===== src/rtl/prof_pkg.sv =====
// Shared types and address/status constants for cache profiler controllers.
package prof_pkg;

    typedef enum logic [1:0] {
        ST_IDLE = 2'd0,
        ST_RUN  = 2'd1,
        ST_SNAP = 2'd2,
        ST_HOLD = 2'd3
    } prof_ctrl_state_t;

    // Register offsets above the last shadow word (absolute address = NUM_CNT + offset)
    localparam int ADDR_ELAPSED = 0;
    localparam int ADDR_WINCNT  = 1;
    localparam int ADDR_STATUS  = 2;

    localparam int STAT_STATE_LSB = 0;
    localparam int STAT_BUSY_BIT  = 2;
    localparam int STAT_DONE_BIT  = 3;

endpackage


===== src/rtl/prof_window_timer.sv =====
// Window timer: remaining-cycles down-counter with expiry, and saturating elapsed up-counter.
module prof_window_timer #(
    parameter int CNT_W = 32
) (
    input  logic             clk,
    input  logic             rst,
    input  logic             load_i,
    input  logic             run_i,
    input  logic             clear_i,
    input  logic [CNT_W-1:0] window_i,
    output logic             expire_o,
    output logic [CNT_W-1:0] elapsed_o
);

    logic [CNT_W-1:0] remaining_q;
    logic [CNT_W-1:0] elapsed_q;
    logic             bounded_q;

    always_ff @(posedge clk) begin
        if (rst || clear_i) begin
            remaining_q <= '0;
            elapsed_q   <= '0;
            bounded_q   <= 1'b0;
        end else if (load_i) begin
            remaining_q <= window_i;
            elapsed_q   <= '0;
            bounded_q   <= (window_i != '0);
        end else if (run_i) begin
            // An unbounded window never decrements, so it can never wrap into an expiry
            if (bounded_q) begin
                remaining_q <= remaining_q - CNT_W'(1);
            end
            if (elapsed_q != '1) begin
                elapsed_q <= elapsed_q + CNT_W'(1);
            end
        end
    end

    assign expire_o  = bounded_q && (remaining_q == CNT_W'(1));
    assign elapsed_o = elapsed_q;

endmodule


===== src/rtl/cache_profiler_ctrl.sv =====
// Cache profiler window sequencer: FSM, shadow snapshot bank and host read port.
module cache_profiler_ctrl
    import prof_pkg::*;
#(
    parameter int NUM_CNT = 8,
    parameter int CNT_W   = 32,
    parameter int ADDR_W  = 4
) (
    input  logic                     clk,
    input  logic                     rst,
    input  logic                     cmd_start,
    input  logic                     cmd_stop,
    input  logic                     cmd_clear,
    input  logic [CNT_W-1:0]         window_cycles,
    input  logic [NUM_CNT*CNT_W-1:0] cnt_in,
    output logic                     prof_enable,
    input  logic                     rd_req,
    input  logic [ADDR_W-1:0]        rd_addr,
    output logic                     rd_valid,
    output logic [CNT_W-1:0]         rd_data,
    output logic                     busy,
    output logic                     done
);

    localparam logic [ADDR_W-1:0] A_ELAPSED = ADDR_W'(NUM_CNT + ADDR_ELAPSED);
    localparam logic [ADDR_W-1:0] A_WINCNT  = ADDR_W'(NUM_CNT + ADDR_WINCNT);
    localparam logic [ADDR_W-1:0] A_STATUS  = ADDR_W'(NUM_CNT + ADDR_STATUS);

    prof_ctrl_state_t state_q, state_d;
    logic             prof_enable_q;
    logic             busy_q;
    logic             done_q;

    logic             tmr_load;
    logic             tmr_run;
    logic             tmr_expire;
    logic [CNT_W-1:0] elapsed;

    logic [CNT_W-1:0] shadow_q [NUM_CNT];
    logic [CNT_W-1:0] win_count_q;
    logic             rd_valid_q;
    logic [CNT_W-1:0] rd_data_q;
    logic [CNT_W-1:0] rd_mux;
    logic [CNT_W-1:0] status;

    assign tmr_load = !cmd_clear && cmd_start &&
                      ((state_q == ST_IDLE) || (state_q == ST_HOLD));
    assign tmr_run  = (state_q == ST_RUN);

    prof_window_timer #(
        .CNT_W (CNT_W)
    ) u_timer (
        .clk       (clk),
        .rst       (rst),
        .load_i    (tmr_load),
        .run_i     (tmr_run),
        .clear_i   (cmd_clear),
        .window_i  (window_cycles),
        .expire_o  (tmr_expire),
        .elapsed_o (elapsed)
    );

    // Clear outranks stop, stop outranks start; start is only honoured from IDLE/HOLD
    always_comb begin
        state_d = state_q;
        if (cmd_clear) begin
            state_d = ST_IDLE;
        end else begin
            case (state_q)
                ST_IDLE: if (cmd_start) state_d = ST_RUN;
                ST_RUN:  if (cmd_stop || tmr_expire) state_d = ST_SNAP;
                ST_SNAP: state_d = ST_HOLD;
                ST_HOLD: if (cmd_start) state_d = ST_RUN;
                default: state_d = ST_IDLE;
            endcase
        end
    end

    always_ff @(posedge clk) begin
        if (rst) begin
            state_q       <= ST_IDLE;
            prof_enable_q <= 1'b0;
            busy_q        <= 1'b0;
            done_q        <= 1'b0;
        end else begin
            state_q       <= state_d;
            prof_enable_q <= (state_d == ST_RUN) || (state_d == ST_SNAP);
            busy_q        <= (state_d == ST_RUN) || (state_d == ST_SNAP);
            done_q        <= (state_d == ST_HOLD);
        end
    end

    // A clear landing on the SNAP cycle wins: no capture and no window count
    always_ff @(posedge clk) begin
        if (rst) begin
            for (int i = 0; i < NUM_CNT; i++) shadow_q[i] <= '0;
            win_count_q <= '0;
        end else if (cmd_clear) begin
            for (int i = 0; i < NUM_CNT; i++) shadow_q[i] <= '0;
        end else if (state_q == ST_SNAP) begin
            for (int i = 0; i < NUM_CNT; i++) shadow_q[i] <= cnt_in[i*CNT_W +: CNT_W];
            win_count_q <= win_count_q + CNT_W'(1);
        end
    end

    always_comb begin
        status = '0;
        status[STAT_STATE_LSB +: 2] = state_q;
        status[STAT_BUSY_BIT]       = busy_q;
        status[STAT_DONE_BIT]       = done_q;
    end

    always_comb begin
        rd_mux = '0;
        for (int i = 0; i < NUM_CNT; i++) begin
            if (rd_addr == ADDR_W'(i)) rd_mux = shadow_q[i];
        end
        if (rd_addr == A_ELAPSED) rd_mux = elapsed;
        if (rd_addr == A_WINCNT)  rd_mux = win_count_q;
        if (rd_addr == A_STATUS)  rd_mux = status;
    end

    always_ff @(posedge clk) begin
        if (rst) begin
            rd_valid_q <= 1'b0;
            rd_data_q  <= '0;
        end else begin
            rd_valid_q <= rd_req;
            if (rd_req) rd_data_q <= rd_mux;
        end
    end

    assign prof_enable = prof_enable_q;
    assign busy        = busy_q;
    assign done        = done_q;
    assign rd_valid    = rd_valid_q;
    assign rd_data     = rd_data_q;

endmodule


===== config.mk =====
export PLATFORM = sky130hd
export DESIGN_NAME = cache_profiler_ctrl
export DESIGN_NICKNAME = d
export VERILOG_FILES = /design/src/rtl/prof_pkg.sv /design/src/rtl/prof_window_timer.sv /design/src/rtl/cache_profiler_ctrl.sv
export SDC_FILE = /design/constraint.sdc
export NUM_CORES = 1
export LEC_CHECK = 0
export CAP_MARGIN = 40
export CORE_AREA = 2 2 184 186
export CTS_BUF_LIST = sky130_fd_sc_hd__clkbuf_8 sky130_fd_sc_hd__clkbuf_16
export DETAILED_ROUTE_END_ITERATION = 8
export DIE_AREA = 0 0 186 188
export GPL_TIMING_DRIVEN = 1
export PLACE_DENSITY = 0.85
export SYNTH_ARGS = -nofsm -noshare
export SYNTH_HDL_FRONTEND = slang
export SYNTH_SLANG_ARGS = --single-unit

===== constraint.sdc =====
create_clock -name clk -period 7.28 [get_ports clk]
set_input_delay 1.82 -clock clk [delete_from_list [all_inputs] [get_ports clk]]
set_output_delay 1.82 -clock clk [all_outputs]
set_load 0.01 [all_outputs]

==> flow_summary.toml, run 1 <==
[floorplan]
pin_count = 334
die_w_um = 186
dieArea_sq_um = 34970
core_area_sq_um = 33110
die_h_um = 188
start_util_pct = 55.98
fp-row-count = 67

[worst_hold_path]
hold_depth = 2
hold_path.class = "reg -> reg"
whs_endpoint = "shadow_q[0][6]"
min_from = "shadow_q[0][6]"

[logic_synthesis]
netlist_area_sq_um = 18540
synth_edf_count = 224
yosys_warnings = 0
ys_ff_latch = 390
synth_cell_types = 62
seq_area_frac_synth_pct = 54.22
synth_top_area_share_pct = 36.29
async_flop_share_pct = 0
synth_top_cell_by_area = "edfxtp_1"
yosys_most_used_dff = "edfxtp_1"
synth_cells = 1801
synth_fp_nets = 2106
syn_area_per_cell_sq_um = 10.29
synth.area.top_cells = "edfxtp_1 36%, dfxtp_1 18%, and3_1 7.9%"

[flow_run]
cap_violations = 0

[pwr]
power.share.combinational_pct = 10.2
pwr-share-seq_pct = 48.6
p_per_area_nw_per_um2 = 215.3
p_int_uw = 3884
swShare_pct = 23.33
clockPowerShare_pct = 41.2
power.leakage_uw = 0.009232
ir_drop_mv = 0.1512
p_sw_uw = 1182

[timing]
rsz0062_at_grt = "false"
worstMarginPinSlew_ns = 0.9106
final-setup-viol-count = 0
fmax_mhz = 241.4
hold_violations = 0
drv_slew = 0
worst_clock_skew_ns = 0.01528
hold-worst-slack_ns = 0.4970
slew_headroom_pct = 39.29
period_needed_ns = 4.143
setup_tns_ns = 0
min_period_over_period_pct = 56.90

[global_route]
grt_max_degree = 171
grt.total_usage_pct = 33.80
antenna_found_initial = 2
grt_pass1_wl_mm = 90.09
grt_pass1_vias = 15390
grt-ovfl-total = 0

[setup_path]
end_kind = "register"
cp-start-kind = "primary input"
r2r_start = "state_q[0]"
crit_type = "in -> reg"
worstPathRequired_ns = 7.70
cp_max_fo = 28
rr_worst_depth = 5
crit-reg2reg-capture = "shadow_q[0][108]"
cp_data_arrival_time_ns = 4.57
r2r_slack_ns = 4.29

[cells_and_area]
syn2layout_area_growth_pct = 26.93
nets = 2362
final_common_cell = "clkdlybuf4s50_1"
drive_above_1_share_pct = 5.936
final_util_pct = 71.05
n_fill_cell = 2304
diodes = 0
layout_common_cells = "330 x clkdlybuf4s50_1, 235 x and3_1, 224 x edfxtp_1"

[route]
drtIter0Drc = 1749
firstDrtPassIters = 8
wirelength_mm = 59.66
drtAntennaViolNets = 0
wire_per_inst_um = 23.51
route.vias.total = 16010
vias_per_cell = 6.310
drc = 0

[placement]
port-buffer-count = 333
dp_hpwl_mm = 43.07
place_congestion = 0.9487

[cts]
cts_setup_buffers = 0
cts-resized-gates = 0
cts_root_buffer = "clkbuf_16"
cts_max_path_buffers = 3
clock_latency_ns = 0.54
clk_pin_slew_ns = 0.06
numCtsBuffers = 41
cts_sinks = 390
cts_hold_buf = 0
cts_tree = "done"
cts_max_level = 2

[run_status]
status = "finished, final reports clean"
[critical path, cell delays in order]
cell	delay [ns]
clkdlybuf4s50_1	0.83
buf_4	0.38
nand2b_1	0.24
nor3_2	0.16
buf_4	0.30
a221oi_1	0.19
a211o_1	0.35
a221oi_1	0.27
[logic make-up (layout without fill, tap and decap cells)]
kind of cell	after synthesis	after routing	share of synthesized area (%)
AND/OR/NAND/NOR	745	745	21.63
multiplexers	70	70	3.874
AO/OA/AOI/OAI	360	360	13.47
XOR/XNOR	61	61	2.882
buffers and inverters	168	456	3.449
flip-flops	390	390	54.22
adder cells (fa/ha/maj)	7	7	0.4725
[per-stage QoR]
step                total power, uW  cells  worst slack (ns)  cell area, sq um
finish                         5066   2537             3.137             23530
global route                   5194   2537             2.957             23530
CTS                            5065   2537             3.207             23530
detailed placement             3013   2462             2.651             22190
global placement               2998   2451             2.293             22050
floorplan                      2722   1801             2.646             18540
[layer usage]
layer / track usage [%] / routed length, um / vias up / share of wire [%]
met4: 9.328 / 1676 / 2 / 2.8
met1: 46.99 / 23770 / 7694 / 40
met5: 0 / 12 / - / 0.020
met3: 6.953 / 6462 / 97 / 11
li1: - / - / 7286 / -
met2: 53.85 / 27740 / 930 / 46
[layout make-up]
cell class | instances | area, sq um | share of cell area [%]
flip-flops and latches | 390 | 10050 | 42.71
multi-input cells | 1243 | 7886 | 33.52
repair buffers | 366 | 3631 | 15.43
clock buffers | 48 | 1134 | 4.818
well taps | 448 | 560.5 | 2.382
clock inverters | 27 | 207.7 | 0.8828
inverters | 15 | 58.81 | 0.2499
[power by group through the flow]
| stage | combinational (uW) | sequential (uW) | clock (uW) |
|---|---|---|---|
| 4_1_cts | 512 | 2460 | 2090 |
| 3_3_place_gp | 495 | 2500 | 0 |
| 3_5_place_dp | 509 | 2500 | 0 |
| 2_1_floorplan | 233 | 2490 | 0 |
| 5_1_grt | 553 | 2460 | 2180 |
| 6_report | 518 | 2460 | 2090 |
[worst max path at each step]
stage | from | endpoint | slack [ns] | cells after the start
after floorplan | cmd_clear | shadow_q[0][100] | 2.65 | 2
after global placement | rd_addr[2] | rd_data[4] | 2.29 | 7
after detailed placement | rd_addr[2] | rd_data[10] | 2.65 | 8
after CTS | rd_addr[2] | rd_data[5] | 3.21 | 8
after global routing | rd_addr[2] | rd_data[10] | 2.96 | 8
final | rd_addr[2] | rd_data[15] | 3.14 | 8
[registers in the layout, indices dropped and copies added (netlist names)]
register             flops
busy                     1
done                     1
rd_data                 32
rd_valid                 1
shadow_q               256
state_q                  2
u_timer.bounded_q        1
u_timer.elapsed_o       32
u_timer.remaining_q     32
win_count_q             32
[cells in the mapped netlist (7+ instances only)]
library cell / n
dfxtp_1: 166
nand4_1: 25
edfxtp_1: 224
a22o_1: 24
xor2_1: 14
a21oi_1: 61
nor4_1: 25
nor2_1: 173
o31ai_1: 8
o22ai_1: 12
a221oi_1: 80
mux2i_1: 65
and3_1: 235
xnor2_1: 47
inv_1: 15
o21ai_0: 97
ha_1: 7
a211oi_1: 12
or3_1: 23
nand2_1: 93
nand2b_1: 24
and2_1: 29
clkbuf_1: 134
and4_1: 9
nor3_1: 30
a211o_1: 27
nor2b_1: 13
nand3_1: 28
or4_1: 12
buf_1: 14
No activity file was read; power rests on OpenSTA's default activity.
==> run 2, diff against run 1 <==
--- a/config.mk
+++ b/config.mk
@@ -6,12 +6,12 @@
 export NUM_CORES = 1
 export LEC_CHECK = 0
 export CAP_MARGIN = 40
-export CORE_AREA = 2 2 184 186
+export CORE_AREA = 2 2 191 193
 export CTS_BUF_LIST = sky130_fd_sc_hd__clkbuf_8 sky130_fd_sc_hd__clkbuf_16
 export DETAILED_ROUTE_END_ITERATION = 8
-export DIE_AREA = 0 0 186 188
+export DIE_AREA = 0 0 193 195
 export GPL_TIMING_DRIVEN = 1
-export PLACE_DENSITY = 0.85
+export PLACE_DENSITY = 0.79
 export SYNTH_ARGS = -nofsm -noshare
 export SYNTH_HDL_FRONTEND = slang
 export SYNTH_SLANG_ARGS = --single-unit
==> constraint.sdc (replaced) <==
create_clock -name clk -period 4 [get_ports clk]
set_input_delay 1 -clock clk [delete_from_list [all_inputs] [get_ports clk]]
set_output_delay 1 -clock clk [all_outputs]
set_load 0.01 [all_outputs]
==> run 2 against run 1 <==
Net effect:
- global-route usage decreased by 2.0 points
- combinational power rose by 87%
- non-clock buffer count rose by 11
- register-to-register slack lost 3.3 ns
- wire length increased by 1.9%
- clock power up 72%
- final cell count increased by 1.0%
- critical path type unchanged
- critical endpoint is now rd_data[29]
==> flow_summary.toml, run 2 (synthesis gave the netlist of run 1 again) <==
[placement]
preCtsSetupSlack_ns = 0.5601
place_area_sq_um = 22320
port-buffer-count = 333
dp_hpwl_mm = 45.43
place_congestion = 1.058

[run_status]
status = "finished, final reports clean"

[cells_and_area]
layout_common_cells = "330 x clkdlybuf4s50_1, 235 x and3_1, 224 x edfxtp_1"
final_common_cell = "clkdlybuf4s50_1"
top_register = "shadow_q"
final_area_sq_um = 23580
nets = 2373
syn2layout_area_growth_pct = 27.20
largest_reg_flops = 256
drive_above_1_share_pct = 6.381

[global_route]
antenna_found_initial = 3
grt.total_usage_pct = 31.83
grt-ovfl-total = 0
grt_pass1_wl_mm = 90.40
grt_pass1_vias = 15120
grt_max_degree = 121

[setup_path]
crit_path_frequent_cell = "a221oi_1"
path_cells = "clkdlybuf4s50_1 -> nand2b_1 -> nor3_2 -> buf_4 -> a221oi_1 -> a211o_1 -> a221oi_1"
cp.depth = 7
cp_slowest_cell = "clkdlybuf4s50_1"
cp-start-kind = "primary input"
r2r_start = "state_q[1]"
rr_worst_depth = 7
end_kind = "register"
slowest_delay_ns = 0.80
crit-reg2reg-capture = "u_timer.elapsed_o[31]"
worstPathRequired_ns = 4.41
cp_data_arrival_time_ns = 3.42
critical-path-top-delay-family = "buffers and inverters"
crit_type = "in -> reg"
cp-startpoint = "rd_addr[2]"
worstPathBufferInverterCount = 2
crit_path_end = "rd_data[29]"
r2r_slack_ns = 1.02
cp_max_fo = 25

[floorplan]
pin_count = 334
dieArea_sq_um = 37640
start_util_pct = 52.37
core_area_sq_um = 35400
die_h_um = 195
die_w_um = 193
fp-row-count = 69

[pwr]
p_per_area_nw_per_um2 = 383.5
power.leakage_uw = 0.009261
ir_drop_mv = 0.2765

[cts]
cts_max_path_buffers = 3
cts_sinks = 390
clock_latency_ns = 0.54
cts_root_buffer = "clkbuf_16"
cts-resized-gates = 0
cts_hold_buf = 0
numCtsBuffers = 41
cts_tree = "done"
cts_max_level = 2
clk_pin_slew_ns = 0.06
cts_setup_buffers = 0

[route]
wire_per_inst_um = 23.72
wirelength_mm = 60.80
drtIter0Drc = 2134
drc = 0
firstDrtPassIters = 6
route.vias.total = 16090
vias_per_cell = 6.277
drtAntennaViolNets = 0

[timing]
drv_slew = 0
worst_clock_skew_ns = 0.02125
setup_tns_ns = 0
fmax_mhz = 333.0
final-setup-viol-count = 0
hold-worst-slack_ns = 0.4985
rsz0062_at_grt = "false"
worstMarginPinSlew_ns = 0.8208
hold_violations = 0
slew_headroom_pct = 45.22
fin_ws_ns = 0.9971
period_needed_ns = 3.003
min_period_over_period_pct = 75.07

[flow_run]
cap_violations = 0

[worst_hold_path]
hold_path.class = "reg -> reg"
-- run 2: final cells by class --
cell class,instances,area [sq um]
antenna,2,5.005
clock buffer,42,1040
clock inverter,33,214.0
fill,2688,11820
inverter,15,58.81
multi-input combinational,1243,7878
sequential,390,10050
tap,461,576.8
timing repair buffer,377,3756
-- run 2: tightest hold or removal path, cell delays in order, from the launching register on --
cell     delay (ns)
dfxtp_1        0.33
mux2i_1        0.07
nor2_1         0.07
-- run 2: report_power, final --
part | total, uW | switching (uW) | internal [uW]
sequential | 4470 | 84.9 | 4390
clock | 3600 | 1580 | 2020
combinational | 968 | 492 | 475
total | 9040 | 2160 | 6890
-- run 2: through the flow --
step | power [uW] | instances | utilization [%]
floorplan | 4953 | 1801 | -
global placement | 5488 | 2483 | 62.94
detailed placement | 5506 | 2486 | 63.05
CTS | 9051 | 2561 | 66.60
global route | 9306 | 2563 | 66.61
finish | 9042 | 2563 | 66.61
-- run 2: worst min path at each step --
| stage | start | end | slack, ns | cells past startpoint |
|---|---|---|---|---|
| 2_1_floorplan | shadow_q[0][17] | shadow_q[0][17] | 0.46 | 2 |
| 3_3_place_gp | shadow_q[0][17] | shadow_q[0][17] | 0.48 | 2 |
| 3_5_place_dp | shadow_q[0][25] | shadow_q[0][25] | 0.48 | 2 |
| 4_1_cts | shadow_q[0][25] | shadow_q[0][25] | 0.50 | 2 |
| 5_1_grt | shadow_q[0][28] | shadow_q[0][28] | 0.52 | 2 |
| 6_report | shadow_q[0][25] | shadow_q[0][25] | 0.50 | 2 |
-- run 2: metal layers --
layer / wire (um) / vias to the layer above / track usage (%) / part of all wire [%]
met5: 0 / - / 0 / 0
met4: 2936 / 0 / 14.09 / 4.8
met3: 6226 / 141 / 5.751 / 10
met2: 27950 / 989 / 49.81 / 46
met1: 23690 / 7639 / 43.30 / 39
li1: - / 7320 / - / -
==> run 3, diff against run 2 <==
==> constraint.sdc (replaced) <==
create_clock -name clk -period 2.85 [get_ports clk]
set_input_delay 0.7125 -clock clk [delete_from_list [all_inputs] [get_ports clk]]
set_output_delay 0.7125 -clock clk [all_outputs]
set_load 0.01 [all_outputs]
==> run 3 against run 2 <==
Net effect:
- via count fell by 0.16%
- global-route usage rose by 0.28 points
- final cell count rose by 2.8%
- critical path depth did not move
- flip-flop and latch count did not move
- hold slack got worse by 0.0071 ns
- final area rose by 3.9%
- power rose by 47%
- register-to-register slack got worse by 0.61 ns
- first-iteration DRC count fell by 28%
- highest routed layer unchanged
==> flow_summary.toml, run 3 (synthesis gave the netlist of run 1 again) <==
[setup_path]
worstPathRequired_ns = 3.33
worstPathBufferInverterCount = 1
crit-reg2reg-capture = "u_timer.elapsed_o[31]"
cp_data_arrival_time_ns = 2.92
crit_path_frequent_cell = "or3_1"
slowest_delay_ns = 0.49
rr_worst_depth = 7
cp_slowest_cell = "a2111o_1"
crit_type = "reg -> reg"
critical-path-top-delay-family = "simple AND/OR/NAND/NOR gates"
path_cells = "inv_1 -> ha_1 -> nand4_1 -> or3_1 -> a2111o_1 -> or3_1 -> a21oi_1"
end_kind = "register"
r2r_slack_ns = 0.41
cp-start-kind = "register"
r2r_start = "state_q[1]"
cp_max_fo = 8

[timing]
slew_headroom_pct = 55.57
worstMarginPinSlew_ns = 0.6665
fin_ws_ns = 0.4142
period_needed_ns = 2.436
setup_tns_ns = 0
worst_clock_skew_ns = 0.01265
rsz0062_at_grt = "false"
drv_slew = 0
final-setup-viol-count = 0
min_period_over_period_pct = 85.47
hold_violations = 0
fmax_mhz = 410.5

[global_route]
grt_pass1_vias = 15180
grt.total_usage_pct = 32.10
grt_pass1_wl_mm = 90.84
antenna_found_initial = 2
grt_max_degree = 100
grt-ovfl-total = 0

[worst_hold_path]
min_from = "rd_data[3]"
hold_path.class = "reg -> reg"
whs_endpoint = "rd_data[3]"
hold_depth = 2

[cells_and_area]
top_register = "shadow_q"
layout_common_cells = "330 x clkdlybuf4s50_1, 235 x and3_1, 224 x edfxtp_1"
largest_reg_flops = 256
nets = 2446
syn2layout_area_growth_pct = 32.15
n_fill_cell = 2623
drive_above_1_share_pct = 9.614
final_util_pct = 69.20
final_common_cell = "clkdlybuf4s50_1"

[pwr]
power.share.combinational_pct = 10.9
p_int_uw = 10230
pwr-share-seq_pct = 47.0
p_sw_uw = 3107
swShare_pct = 23.30
power.leakage_uw = 0.009759
p_per_area_nw_per_um2 = 544.3
ir_drop_mv = 0.5000
clockPowerShare_pct = 42.1

[cts]
numCtsBuffers = 42
cts_sinks = 390
cts_root_buffer = "clkbuf_16"
clk_pin_slew_ns = 0.06
cts_tree = "done"
clock_latency_ns = 0.55
cts-resized-gates = 0
cts_max_path_buffers = 3
cts_hold_buf = 0
cts_max_level = 2
cts_setup_buffers = 0

[floorplan]
die_h_um = 195
core_area_sq_um = 35400
pin_count = 334
start_util_pct = 52.37
die_w_um = 193
dieArea_sq_um = 37640
fp-row-count = 69

[route]
wire_per_inst_um = 23.33
drtIter0Drc = 1529
firstDrtPassIters = 7
vias_per_cell = 6.094
drc = 0
wirelength_mm = 61.50
route.vias.total = 16060
drtAntennaViolNets = 0

[placement]
place_congestion = 0.9010
port-buffer-count = 333
dp_hpwl_mm = 45.37
preCtsSetupSlack_ns = 0.03452

[flow_run]
cap_violations = 0

[run_status]
status = "finished, final reports clean"
## run 3: layout make-up
cell class	count	area (sq um)	area share, %
Tap cell	461	576.8	2.355
Antenna cell	1	2.502	0.01022
Timing Repair Buffer	449	4517	18.44
Sequential cell	390	10050	41.03
Clock inverter	30	271.5	1.108
Clock buffer	47	1142	4.663
Inverter	15	58.81	0.2401
Multi-Input combinational cell	1243	7878	32.16
## run 3: worst min-delay path, delay by kind of cell (launching register included)
family,cells,cell delay (ns)
flops,1,0.31
simple gates,1,0.08
compound gates,1,0.05
## run 3: how the worst max path moves through the flow
stage / startpoint / endpoint / cells past startpoint
floorplan: cmd_clear / shadow_q[0][100] / 2
global placement: cmd_clear / win_count_q[25] / 6
detailed placement: cmd_clear / win_count_q[29] / 6
CTS: state_q[1] / u_timer.elapsed_o[31] / 7
global route: u_timer.remaining_q[2] / u_timer.remaining_q[23] / 6
finish: state_q[1] / u_timer.elapsed_o[31] / 7
## run 3: power groups by stage
stage | combinational (uW) | clock (uW) | sequential, uW
5_1_grt | 1540 | 5860 | 6280
4_1_cts | 1440 | 5650 | 6270
2_1_floorplan | 597 | 0 | 6350
6_report | 1450 | 5610 | 6270
3_3_place_gp | 1420 | 0 | 6390
3_5_place_dp | 1430 | 0 | 6390
## run 3: per-layer routing
layer	global-route usage [%]	part of all wire [%]	up-vias
met3	4.871	8.3	130
met5	0	0	-
met1	45.38	42	7685
li1	-	-	7453
met2	49.71	45	795
met4	12.63	4.3	0
## run 3: stage by stage
step,hold WS (ns),total power (uW),std cells,area [sq um]
floorplan,0.4554,6947,1801,18540
global placement,0.4742,7804,2558,23080
detailed placement,0.4843,7817,2558,23080
CTS,0.4918,13350,2635,24490
global route,0.5371,13680,2635,24490
finish,0.4914,13330,2636,24500
